**src/rtl/hazard_scoreboard_if.sv**
```systemverilog
// hazard_scoreboard_if
//   Bundle between the decode stage and the hazard scoreboard.
//   master : decode side, drives the ID instruction fields, flush and mem_wait,
//            receives stall, forward selects and status.
//   slave  : scoreboard side.
//   Parameters must match the ones given to hazard_scoreboard so that the
//   forward-select width lines up.
//   Fields:
//     id_valid, id_src1, id_src2, id_uses_src2, id_dest, id_wb_en, id_is_load
//     flush, mem_wait                 -> scoreboard
//     stall, fwd_sel1, fwd_sel2, ex_valid, busy <- scoreboard
interface hazard_scoreboard_if #(
  parameter int REG_ADDR_W = 5,
  parameter int DEPTH      = 3
);
  localparam int FWD_W = $clog2(DEPTH);

  logic                  id_valid;
  logic [REG_ADDR_W-1:0] id_src1;
  logic [REG_ADDR_W-1:0] id_src2;
  logic                  id_uses_src2;
  logic [REG_ADDR_W-1:0] id_dest;
  logic                  id_wb_en;
  logic                  id_is_load;
  logic                  flush;
  logic                  mem_wait;
  logic                  stall;
  logic [FWD_W-1:0]      fwd_sel1;
  logic [FWD_W-1:0]      fwd_sel2;
  logic                  ex_valid;
  logic                  busy;

  modport master (
    output id_valid, id_src1, id_src2, id_uses_src2, id_dest, id_wb_en,
           id_is_load, flush, mem_wait,
    input  stall, fwd_sel1, fwd_sel2, ex_valid, busy
  );

  modport slave (
    input  id_valid, id_src1, id_src2, id_uses_src2, id_dest, id_wb_en,
           id_is_load, flush, mem_wait,
    output stall, fwd_sel1, fwd_sel2, ex_valid, busy
  );
endinterface

```
**src/rtl/hazard_scoreboard.sv**
```systemverilog
// hazard_scoreboard
//   Combined load-use hazard detector and forwarding unit. Every writer from
//   EXE (entry 0) to the last writeback stage (entry DEPTH-1) is tracked in a
//   shift register; the ID operands are compared against it, a load-use stall
//   is raised combinationally and forward selects are registered so they line
//   up with the instruction once it is in EXE.
//   Ports:
//     clk, rst  clock, asynchronous active-high reset
//     bus       hazard_scoreboard_if.slave (ID fields, flush, mem_wait in;
//               stall, fwd_sel1/2, ex_valid, busy out)
//   Optional build macro SCOREBOARD_PERF_EN adds:
//     perf_clr   synchronous clear of both counters (wins over increment)
//     stall_cnt  saturating count of load-use stall cycles
//     freeze_cnt saturating count of mem_wait cycles
module hazard_scoreboard #(
  parameter int REG_ADDR_W = 5,
  parameter int DEPTH      = 3,
  parameter int LOAD_LAT   = 2
) (
  input  logic clk,
  input  logic rst,
  hazard_scoreboard_if.slave bus
`ifdef SCOREBOARD_PERF_EN
  ,
  input  logic        perf_clr,
  output logic [15:0] stall_cnt,
  output logic [15:0] freeze_cnt
`endif
);
  localparam int FWD_W = $clog2(DEPTH);
  localparam int unsigned D_U   = DEPTH;
  localparam int unsigned LAT_U = LOAD_LAT;

  logic [DEPTH-1:0]      valid_q;
  logic [DEPTH-1:0]      wb_q;
  logic [DEPTH-1:0]      load_q;
  logic [REG_ADDR_W-1:0] dest_q [DEPTH];
  logic [FWD_W-1:0]      fwd1_q, fwd2_q;

  logic             hit1, hit2, haz1, haz2;
  logic [FWD_W-1:0] sel1, sel2;
  logic             hazard, issue;

  // Scan from the youngest entry; the first hit wins and older ones are
  // ignored. A hit in the last entry forwards nothing because its register
  // file write lands on the same edge the consumer advances.
  always_comb begin
    hit1 = 1'b0;
    hit2 = 1'b0;
    haz1 = 1'b0;
    haz2 = 1'b0;
    sel1 = '0;
    sel2 = '0;
    for (int unsigned i = 0; i < D_U; i++) begin
      if (!hit1 && valid_q[i] && wb_q[i] && bus.id_src1 != '0 &&
          dest_q[i] == bus.id_src1) begin
        hit1 = 1'b1;
        haz1 = load_q[i] && (i + 1 < LAT_U);
        sel1 = (i == D_U - 1) ? '0 : FWD_W'(i + 1);
      end
      if (!hit2 && bus.id_uses_src2 && valid_q[i] && wb_q[i] &&
          bus.id_src2 != '0 && dest_q[i] == bus.id_src2) begin
        hit2 = 1'b1;
        haz2 = load_q[i] && (i + 1 < LAT_U);
        sel2 = (i == D_U - 1) ? '0 : FWD_W'(i + 1);
      end
    end
  end

  assign hazard = bus.id_valid && !bus.flush && (haz1 || haz2);
  assign issue  = bus.id_valid && !bus.flush && !hazard;

  assign bus.stall    = bus.mem_wait || hazard;
  assign bus.fwd_sel1 = fwd1_q;
  assign bus.fwd_sel2 = fwd2_q;
  assign bus.ex_valid = valid_q[0];
  assign bus.busy     = |valid_q;

  always_ff @(posedge clk or posedge rst) begin
    if (rst) begin
      valid_q <= '0;
      wb_q    <= '0;
      load_q  <= '0;
      fwd1_q  <= '0;
      fwd2_q  <= '0;
      for (int unsigned i = 0; i < D_U; i++) dest_q[i] <= '0;
    end else if (!bus.mem_wait) begin
      // A bubble is just valid=0; its other fields are don't-care.
      valid_q <= {valid_q[DEPTH-2:0], issue};
      wb_q    <= {wb_q[DEPTH-2:0], bus.id_wb_en};
      load_q  <= {load_q[DEPTH-2:0], bus.id_is_load};
      for (int unsigned i = 1; i < D_U; i++) dest_q[i] <= dest_q[i-1];
      dest_q[0] <= bus.id_dest;
      fwd1_q    <= issue ? sel1 : '0;
      fwd2_q    <= issue ? sel2 : '0;
    end
  end

`ifdef SCOREBOARD_PERF_EN
  always_ff @(posedge clk or posedge rst) begin
    if (rst) begin
      stall_cnt  <= '0;
      freeze_cnt <= '0;
    end else if (perf_clr) begin
      stall_cnt  <= '0;
      freeze_cnt <= '0;
    end else begin
      if (hazard && stall_cnt != '1)        stall_cnt  <= stall_cnt + 16'd1;
      if (bus.mem_wait && freeze_cnt != '1) freeze_cnt <= freeze_cnt + 16'd1;
    end
  end
`endif
endmodule

```
**src/flat_wrapper.sv**
```systemverilog
// flat-port wrapper written by rule: the top's interface ports become plain ports
module hazard_scoreboard_flat 
#(
  parameter int REG_ADDR_W = 5,
  parameter int DEPTH      = 3,
  parameter int LOAD_LAT   = 2
)
  (clk, rst, bus_id_valid, bus_id_src1, bus_id_src2, bus_id_uses_src2, bus_id_dest, bus_id_wb_en, bus_id_is_load, bus_flush, bus_mem_wait, bus_stall, bus_fwd_sel1, bus_fwd_sel2, bus_ex_valid, bus_busy);
  hazard_scoreboard_if #(.REG_ADDR_W(REG_ADDR_W), .DEPTH(DEPTH)) bus_i ();
  input  logic clk;
  input  logic rst;
  input wire logic [$bits(bus_i.id_valid)-1:0] bus_id_valid;
  input wire logic [$bits(bus_i.id_src1)-1:0] bus_id_src1;
  input wire logic [$bits(bus_i.id_src2)-1:0] bus_id_src2;
  input wire logic [$bits(bus_i.id_uses_src2)-1:0] bus_id_uses_src2;
  input wire logic [$bits(bus_i.id_dest)-1:0] bus_id_dest;
  input wire logic [$bits(bus_i.id_wb_en)-1:0] bus_id_wb_en;
  input wire logic [$bits(bus_i.id_is_load)-1:0] bus_id_is_load;
  input wire logic [$bits(bus_i.flush)-1:0] bus_flush;
  input wire logic [$bits(bus_i.mem_wait)-1:0] bus_mem_wait;
  output wire logic [$bits(bus_i.stall)-1:0] bus_stall;
  output wire logic [$bits(bus_i.fwd_sel1)-1:0] bus_fwd_sel1;
  output wire logic [$bits(bus_i.fwd_sel2)-1:0] bus_fwd_sel2;
  output wire logic [$bits(bus_i.ex_valid)-1:0] bus_ex_valid;
  output wire logic [$bits(bus_i.busy)-1:0] bus_busy;
  assign bus_i.id_valid = bus_id_valid;
  assign bus_i.id_src1 = bus_id_src1;
  assign bus_i.id_src2 = bus_id_src2;
  assign bus_i.id_uses_src2 = bus_id_uses_src2;
  assign bus_i.id_dest = bus_id_dest;
  assign bus_i.id_wb_en = bus_id_wb_en;
  assign bus_i.id_is_load = bus_id_is_load;
  assign bus_i.flush = bus_flush;
  assign bus_i.mem_wait = bus_mem_wait;
  assign bus_stall = bus_i.stall;
  assign bus_fwd_sel1 = bus_i.fwd_sel1;
  assign bus_fwd_sel2 = bus_i.fwd_sel2;
  assign bus_ex_valid = bus_i.ex_valid;
  assign bus_busy = bus_i.busy;
  hazard_scoreboard #(.REG_ADDR_W(REG_ADDR_W), .DEPTH(DEPTH), .LOAD_LAT(LOAD_LAT)) u_core (.clk(clk), .rst(rst), .bus(bus_i));
endmodule
```
**config.mk**
```make
export PLATFORM = sky130hd
export DESIGN_NAME = hazard_scoreboard_flat
export DESIGN_NICKNAME = d
export VERILOG_FILES = /design/src/rtl/hazard_scoreboard_if.sv /design/src/rtl/hazard_scoreboard.sv /design/src/flat_wrapper.sv
export SDC_FILE = /design/constraint.sdc
export NUM_CORES = 1
export LEC_CHECK = 0
export BUFFER_PORTS_ARGS = -buffer_cell sky130_fd_sc_hd__buf_4
export CELL_PAD_IN_SITES_DETAIL_PLACEMENT = 0
export CELL_PAD_IN_SITES_GLOBAL_PLACEMENT = 2
export CORE_MARGIN = 1.5
export CORE_UTILIZATION = 34
export CTS_BUF_LIST = sky130_fd_sc_hd__clkbuf_2
export DETAILED_ROUTE_END_ITERATION = 10
export GPL_TIMING_DRIVEN = 0
export PLACE_DENSITY_LB_ADDON = 0.08
export SYNTH_ARGS = -nofsm -noshare
export SYNTH_HDL_FRONTEND = slang
export SYNTH_SLANG_ARGS = --single-unit
```
**constraint.sdc**
```tcl
create_clock -name clk -period 2.2 [get_ports clk]
set_input_delay 0.44 -clock clk [delete_from_list [all_inputs] [get_ports clk]]
set_output_delay 0.44 -clock clk [all_outputs]
set_load 0.05 [all_outputs]
```
==> results of run 1 <==
-- layer usage --
metal  track usage  vias up  wire (µm)
met1         0.214      398       1120
li1              -      411          -
met4        0.0487        0         20
met2         0.234       18       1190
met3        0.0328        4         78
met5             0        -          0
-- flip-flops by register name, indices dropped and copies added, names as in the netlist --
register,cells
u_core.load_q,1
u_core.bus.fwd_sel1,2
u_core.dest_q,10
u_core.valid_q,3
u_core.bus.fwd_sel2,2
u_core.wb_q,2
-- report_power, final --
group | switching, W | internal, W | leakage (nW)
Combinational | 0.000107 | 0.000135 | 0.406
Clock | 0.000117 | 0.000157 | 0.0266
Sequential | 0.0000446 | 0.000405 | 0.243
Total | 0.000269 | 0.000696 | 0.676
-- timing repair --
action | in CTS | in global routing
resized for setup | 5 | 13
setup buffers | 6 | 2
pin swaps | 7 | 6
endpoints found under the setup margin | 1 | 1
-- worst min-delay path by stage --
stage,slack (ps),cells after the start,end,start
6_report,210,2,u_core.valid_q[2],rst
4_1_cts,230,2,u_core.wb_q[0],rst
3_3_place_gp,470,2,u_core.bus.fwd_sel1[1],u_core.bus.fwd_sel1[1]
3_5_place_dp,480,2,u_core.bus.fwd_sel2[1],u_core.bus.fwd_sel2[1]
2_1_floorplan,400,1,u_core.bus.fwd_sel1[0],rst
5_1_grt,250,2,u_core.wb_q[0],rst
-- layout make-up --
| class | instances | share of cell area |
|---|---|---|
| Multi-Input combinational cell | 67 | 0.418 |
| Sequential cell | 20 | 0.325 |
| Timing Repair Buffer | 37 | 0.181 |
| Tap cell | 44 | 0.0354 |
| Clock inverter | 1 | 0.0193 |
| Clock buffer | 3 | 0.00966 |
| Buffer | 3 | 0.00886 |
| Inverter | 1 | 0.00242 |
-- stage by stage --
step,TNS (ps),cells,total power (W),utilization
final,-50.1,176,0.000965,0.513
after global routing,-128,176,0.00101,0.513
after CTS,-96.5,174,0.000950,0.487
after detailed placement,-115,164,0.000659,0.448
after global placement,-96.7,164,0.000655,0.448
after floorplan,0,91,0.000581,-
-- cells by family after synthesis --
kind of cell | count (synthesis) | share of synthesized area
AND/OR/NAND/NOR | 23 | 0.126
XOR/XNOR | 20 | 0.162
flip-flops | 20 | 0.464
multiplexers | 15 | 0.157
AO/OA/AOI/OAI | 9 | 0.0742
buffers and inverters | 4 | 0.0162
-- cell usage in the layout (no fill, tap or decap), types with 2 or more instances in the layout --
cell type and n:
a22o_1 2, buf_2 2, buf_4 36, clkbuf_2 3, dfrtp_1 16, dfrtp_2 4
mux2_2 15, nand2_1 3, nand3_1 3, nand4_1 2, nor3_1 2, nor4_1 3
o31ai_1 2, or4_4 2, xnor2_1 9, xnor2_2 7, xor2_1 4
==> results.tsv, run 1 <==
metric	value	unit
status	complete, but fails checks	
failed_checks	setup timing	
path_clk_slew	200	ps
yosysTopAreaCellShare	0.464	
placed_area	1360	µm²
grt_pass1_vias	852	
drt-pass1-iter-count	4	
ioPinCount	30	
wl_per_cell	13.7	µm
io_buffers	29	
clockRootBuffer	clkbuf_2	
rows	20	
synthTopCellsByCount	dfrtp_1, xnor2_1, mux2_2	
power.leakage	0.676	nW
critical_path.startpoint	bus_id_src2[0]	
yosysSeqAreaShare	0.464	
viasPerCell	4.72	
ys_warn_count	0	
fmax	0.444	GHz
syn_to_final_growth	44.1	%
numCtsBuffers	3	
syn-cell-area	1080	µm²
drt_iter0_drc	14	
finalCritPeriodShare	1.02	
rsz0062_at_grt	yes	
fin_ws	-50.1	ps
gp_congestion	0.823	
finalSetupViolCount	1	
r2r_slack	660	ps
route.detailed.drc	0	
timing.hold.ws	213	ps
clkLatencyLatePin	320	ps
period_needed	2250	ps
drive_gt1_frac	0.606	
preCtsSetupSlack	-115	ps
routed_wl	2410	µm
track_usage	0.153	
power.density	621	nW/µm²
end_kind	output pin	
peakVddDrop	0.000330	V
nets	156	
critical_path_cell_count	7	
worst-path-buf-inv	2	
synth_nets	114	
die_h	59.3	µm
grt_overflow_total	0	
synth_top_cell_by_area	dfrtp_1	
grt_max_degree	21	
slowest_delay	560	ps
synth_most_common_cell	dfrtp_1	
die_x	59.3	µm
final_area	1550	µm²
critPathArrivalTime	1810	ps
ys_top_cells_by_area	dfrtp_1, mux2_2, xnor2_1, xor2_1, nand3_1	
cts-htree-levels	1	
antenna_left	0	
multi_input_area	649	µm²
crit_family	simple AND/OR/NAND/NOR gates	
hp-class	primary input to async pin	
synth-main-ff-cell	dfrtp_1	
r2r_cells	6	
cts_tree	yes	
vias	831	
syn_inst	91	
async_flop_share	1.00	
grt_pass1_wl	3980	µm
register_area	505	µm²
start_util	0.356	
crit_path_start_kind	primary input	
clock_sinks	20	
cp_max_fo	3	
slew_violations	0	
grt_antenna_before_repair	0	
fill_cells	284	
critPathCapture	bus_stall	
ys_types	25	
path_cells	buf_4 > or4_4 > o21ai_4 > nor4_4 > o21ai_2 > o21bai_2 > buf_6	
ys_ff_latch	20	
finClkSkew	7.07	ps
synth_edf_count	0	
slowest_stage	or4_4	
rr_endpoint	u_core.valid_q[0]	
worstMarginPinSlew	744	ps
coreArea	3030	µm²
clock_path_buffers	2	
diodes	0	
postCtsHoldBufs	0	
die_area	3520	µm²
crit_type	primary input to output pin	
worst-endpoint-required	1760	ps
avgSynthCellArea	11.9	µm²
cap_viol_max_count	0	
r2r-start	u_core.dest_q[13]	
hold_viol	0	
max-slew-margin-rel	0.503	
Note: power is estimated with default switching activity, not from simulation.
==> run 2: changes to the inputs <==
Settings changed: CORE_UTILIZATION 34 to 30, GPL_TIMING_DRIVEN 0 to not set.
Clock period 2.2 ns to 1.89 ns, I/O delays scaled along.
==> run 2 against run 1 <==
The run still ends with setup timing left. Worst hold slack got worse by 200 ps. Final cell count is 8.5% higher. Clock power fell by 32%. Global-route usage decreased by 1.6 points. Via count rose by 4.2%. Utilization fell by 4.5 points. Routed wire length is 1.7% lower. Worst setup slack got worse by 200 ps. Die area rose by 13%. Count of clock-buffer cells in the layout increased by 1. Largest power group unchanged. Final area is 2.1% higher. First-iteration DRC count up 7.1%.
==> results.tsv, run 2 (same netlist as run 1, synthesis figures left out) <==
metric	value	unit	change
start_util	0.318		-0.0380
clkLatencyLatePin	310	ps	about the same
period_needed	2140	ps	
cpMostUsedCell	o21ai_2		
track_usage	0.136		-0.0165
max-slew-margin-rel	0.724		+0.221
comb_power_share	0.299		+0.048
hold_viol	0		unchanged
ioPinCount	30		unchanged
grt_max_degree	23		+9.5%
power_switching	0.000303	W	+13%
vias	866		+4.2%
p_int	0.000699	W	+0.38%
hp-class	primary input to async pin		
drive_gt1_frac	0.572		-0.0336
failed_checks	setup timing		
grt_pass1_vias	897		+5.3%
placed_area	1510	µm²	+11%
finClkSkew	15.7	ps	+8.62 ps
finalSetupViolCount	1		unchanged
peakVddDrop	0.000375	V	+13%
drt_iter0_drc	15		+1
power.density	631	nW/µm²	+1.7%
routed_wl	2370	µm	-1.7%
clockRootBuffer	clkbuf_2		
swShare	0.302		+0.0237
end_kind	output pin		
final_area	1590	µm²	+2.1%
cts-htree-levels	1		unchanged
die_h	63.0	µm	+6.1%
worst-path-buf-inv	2		unchanged
drt-pass1-iter-count	4		unchanged
power_frac_seq	0.516		+0.051
diodes	0		unchanged
final_common_cell	buf_4		
preCtsSetupSlack	-243	ps	-128 ps
final_cell_mix	buf_4, dfrtp_1, xnor2_1, mux2_2		
cap_viol_max_count	0		unchanged
clock_path_buffers	2		unchanged
rows	21		+5.0%
viasPerCell	4.53		-4.0%
crit_family	simple AND/OR/NAND/NOR gates		
route.detailed.drc	0		unchanged
cts_tree	yes		
nets	169		+8.3%
grt_overflow_total	0		unchanged
syn_to_final_growth	47.1	%	
path_cells	buf_4 > or4_1 > o21ai_2 > nor4_4 > o21ai_2 > o21bai_4 > buf_8		
wl_per_cell	12.4	µm	-9.5%
cp_max_fo	2		-1
path_clk_slew	200	ps	about the same
io_buffers	29		unchanged
antenna_left	0		unchanged
power_frac_clock	0.185		-0.099
critPathArrivalTime	1760	ps	-50 ps
coreArea	3390	µm²	+12%
die_area	3960	µm²	+13%
slowest_stage	or4_1		
slowest_delay	570	ps	about the same
crit_type	primary input to output pin		
post-dp-hpwl	1930	µm	
largestRegisters	u_core.dest_q (10), u_core.valid_q (3)		
gp_congestion	0.856		+3.9%
top_register	u_core.dest_q		
largest_reg_flops	10		unchanged
rsz0062_at_grt	yes		
power.leakage	0.700	nW	+3.5%
slew_violations	0		unchanged
clock_sinks	20		unchanged
status	complete, but fails checks		
crit_path_start_kind	primary input		
grt_antenna_before_repair	0		unchanged
grt_pass1_wl	4200	µm	+5.6%
timing.hold.ws	14.6	ps	-199 ps
numCtsBuffers	3		unchanged
fin_ws	-249	ps	-198 ps
worstMarginPinSlew	413	ps	-331 ps
die_x	63.0	µm	+6.1%
fmax	0.468	GHz	
finalCritPeriodShare	1.13		
setup_tns	-249	ps	-198 ps
postCtsHoldBufs	0		unchanged
worst-endpoint-required	1510	ps	-250 ps
## run 2: layout make-up
| class | instances | area, µm² |
|---|---|---|
| Tap cell | 46 | 57.6 |
| Multi-Input combinational cell | 67 | 598 |
| Inverter | 1 | 3.75 |
| Sequential cell | 20 | 502 |
| Clock buffer | 4 | 20.0 |
| Fill cell | 318 | 1800 |
| Timing Repair Buffer | 53 | 405 |
## run 2: final timing paths
check / start / cells past startpoint / slack (ps) / endpoint
setup / recovery: bus_id_src2[0] / 7 / -250 / bus_stall
hold / removal: rst / 2 / 10 / u_core.valid_q[2]
setup reg to reg: u_core.dest_q[11] / 7 / 350 / u_core.valid_q[0]
hold reg to reg: u_core.bus.fwd_sel2[1] / 2 / 520 / u_core.bus.fwd_sel2[1]
max in group asynchronous: rst / 3 / 1370 / u_core.dest_q[5]
min in group clk: bus_id_wb_en / 2 / 270 / u_core.wb_q[0]
## run 2: per-layer routing
layer / wire (µm) / GRT usage / vias to the layer above
met4: 20 / 0.0417 / 0
met3: 56 / 0.0288 / 2
li1: - / - / 439
met5: 0 / 0 / -
met1: 1120 / 0.176 / 414
met2: 1170 / 0.226 / 11
## run 2: timing repair
| action | in CTS | in global routing |
|---|---|---|
| gates cloned | 0 | 0 |
| pin swaps | 5 | 1 |
| gates resized for setup | 5 | 1 |
| setup endpoints to repair | 1 | 1 |
| setup buffers | 2 | 1 |
## run 2: per-stage QoR
| step | power (W) | utilization | std cells |
|---|---|---|---|
| 3_5_place_dp | 0.000807 | 0.446 | 184 |
| 5_1_grt | 0.00107 | 0.468 | 191 |
| 4_1_cts | 0.00101 | 0.465 | 190 |
| 2_1_floorplan | 0.000678 | - | 91 |
| 6_report | 0.00100 | 0.468 | 191 |
| 3_3_place_gp | 0.000802 | 0.446 | 184 |
## run 2: power by group through the flow
stage | Combinational, W | Sequential (W) | Clock (W)
finish | 0.000299 | 0.000517 | 0.000185
global route | 0.000328 | 0.000526 | 0.000216
CTS | 0.000299 | 0.000517 | 0.000196
detailed placement | 0.000280 | 0.000527 | 0
global placement | 0.000275 | 0.000527 | 0
floorplan | 0.000160 | 0.000518 | 0
==> run 3: changes to the inputs <==
Settings changed: SETUP_SLACK_MARGIN set to 0.1.
==> run 3 against run 2 <==
The run still ends with setup timing left. Sequential share of layout area is 1.6 points lower. Largest power group unchanged. Worst hold slack better by 10 ps. Critical path depth is 1 lower. Via count is 4.3% higher. Maximum frequency is 2.3% lower. Critical path type is now flop to output pin. First-iteration DRC count is 27% higher. Non-clock buffer count is 5 higher. Die area stayed put.
==> results.tsv, run 3 (same netlist as run 1, synthesis figures left out) <==
metric	value	unit	change
r2r_slack	270	ps	-80 ps
period_needed	2190	ps	+51.0 ps
drt-pass1-iter-count	4		unchanged
route.detailed.drc	0		unchanged
io_buffers	29		unchanged
clock_path_buffers	2		unchanged
track_usage	0.137		+0.00135
worst-endpoint-required	1510	ps	about the same
end_kind	output pin		
rows	21		unchanged
grt_pass1_wl	4230	µm	+0.64%
final_util	0.495		+0.0269
wl_per_cell	12.6	µm	+1.6%
final_area	1680	µm²	+5.8%
clock_sinks	20		unchanged
die_h	63.0	µm	unchanged
setup_tns	-300	ps	-51.0 ps
fill_cells	323		+1.6%
rsz0062_at_grt	yes		
cts_tree	yes		
hp-class	primary input to async pin		
antenna_left	0		unchanged
largest_reg_flops	10		unchanged
fin_cells	196		+2.6%
grt_max_degree	23		unchanged
preCtsSetupSlack	-250	ps	-7.78 ps
status	complete, but fails checks		
grt_antenna_before_repair	0		unchanged
path_cells	xnor2_1 > nand3_2 > nor4_4 > o21ai_2 > o21bai_4 > buf_6		
ioPinCount	30		unchanged
routed_wl	2470	µm	+4.3%
r2r_cells	6		-1
final_common_cell	buf_4		
max-slew-margin-rel	0.718		-0.00660
fin_ws	-300	ps	-51.0 ps
die_area	3960	µm²	unchanged
numCtsBuffers	3		unchanged
fmax	0.457	GHz	-2.3%
slowest_stage	dfrtp_1		
failed_checks	setup timing		
grt_pass1_vias	900		+0.33%
finalCritPeriodShare	1.16		+0.0270
final_cell_mix	buf_4, dfrtp_1, mux2_2		
nets	174		+3.0%
power.leakage	0.749	nW	+7.1%
peakVddDrop	0.000339	V	-9.7%
top_register	u_core.dest_q		
cts-htree-levels	1		unchanged
finClkSkew	21.4	ps	+5.66 ps
hold_viol	0		unchanged
die_x	63.0	µm	unchanged
critPathArrivalTime	1810	ps	+50 ps
postCtsHoldBufs	0		unchanged
diodes	0		unchanged
gp_congestion	0.820		-4.1%
largestRegisters	u_core.dest_q (10), u_core.valid_q (3)		
clockRootBuffer	clkbuf_2		
power.density	616	nW/µm²	-2.4%
placed_area	1500	µm²	-0.50%
path_clk_slew	190	ps	about the same
cp_max_fo	3		+1
drive_gt1_frac	0.620		+0.0476
coreArea	3390	µm²	unchanged
crit_type	flop to output pin		
start_util	0.318		unchanged
slowest_delay	460	ps	-110 ps
finalSetupViolCount	1		unchanged
vias	903		+4.3%
cap_viol_max_count	0		unchanged
worstMarginPinSlew	423	ps	+9.89 ps
drt_iter0_drc	19		+4
viasPerCell	4.61		+1.6%
clkLatencyLatePin	310	ps	about the same
slew_violations	0		unchanged
grt_overflow_total	0		unchanged
place_inst	183		-0.54%
syn_to_final_growth	55.6	%	
crit_path_start_kind	flop		
-- run 3: cell count changes in the layout (fill, tap and decap cells not counted) --
cell / previous run / this run
buf_6: 0 / 5
clkbuf_2: 4 / 3
clkinv_1: 0 / 1
dfrtp_1: 19 / 18
dfrtp_2: 1 / 2
or3_1: 1 / 0
or3_4: 0 / 1
xnor2_1: 15 / 11
xnor2_2: 1 / 5
-- run 3: per-layer routing --
layer / track usage / wire length [µm]
met5: 0 / 0
met4: 0.0333 / 13
met3: 0.0288 / 59
met2: 0.223 / 1210
met1: 0.186 / 1190
-- run 3: power by group --
group          switching [W]  leakage (nW)  total [W]  internal [W]
Clock               0.000125        0.0140   0.000171     0.0000460
Combinational       0.000141         0.491   0.000349      0.000208
Sequential         0.0000442         0.245   0.000514      0.000470
Total               0.000310         0.749    0.00103      0.000724
-- run 3: per-stage QoR --
step	hold slack (ps)	total power [W]
2_1_floorplan	342	0.000678
3_3_place_gp	400	0.000801
3_5_place_dp	405	0.000806
4_1_cts	26.3	0.00103
5_1_grt	17.9	0.00110
6_report	24.6	0.00103
-- run 3: layout make-up --
type | instances | area (µm²) | share of cell area
timing repair buffer | 58 | 462 | 0.275
clock inverter | 1 | 3.75 | 0.00224
sequential | 20 | 503 | 0.300
inverter | 1 | 3.75 | 0.00224
multi-input combinational | 67 | 633 | 0.377
tap | 46 | 57.6 | 0.0343
clock buffer | 3 | 15.0 | 0.00895
-- run 3: timing repair --
| item | 4_1_cts | 5_1_grt |
|---|---|---|
| buffers inserted | 9 | 0 |
| gates resized for setup | 9 | 8 |
| cloned | 0 | 0 |
| pin swaps | 9 | 4 |
| endpoints found under the setup margin | 1 | 2 |
-- run 3: path summary, 6_finish.rpt --
path / from / endpoint
max: u_core.dest_q[10] / bus_stall
min reg2reg: u_core.bus.fwd_sel1[1] / u_core.bus.fwd_sel1[1]
max reg2reg: u_core.dest_q[10] / u_core.valid_q[0]
min: rst / u_core.valid_q[2]
max in group asynchronous: rst / u_core.dest_q[12]
min in group clk: bus_id_wb_en / u_core.wb_q[0]
-- run 3: critical path: cells and delay by family, from the launching register on --
family                    cells  cell delay (ps)
and+or+nand+nor               2              460
xor gates and xnor gates      1              190
AOI/OAI and AO/OA             2              250
buffers and inverters         1              170
DFF                           1              460
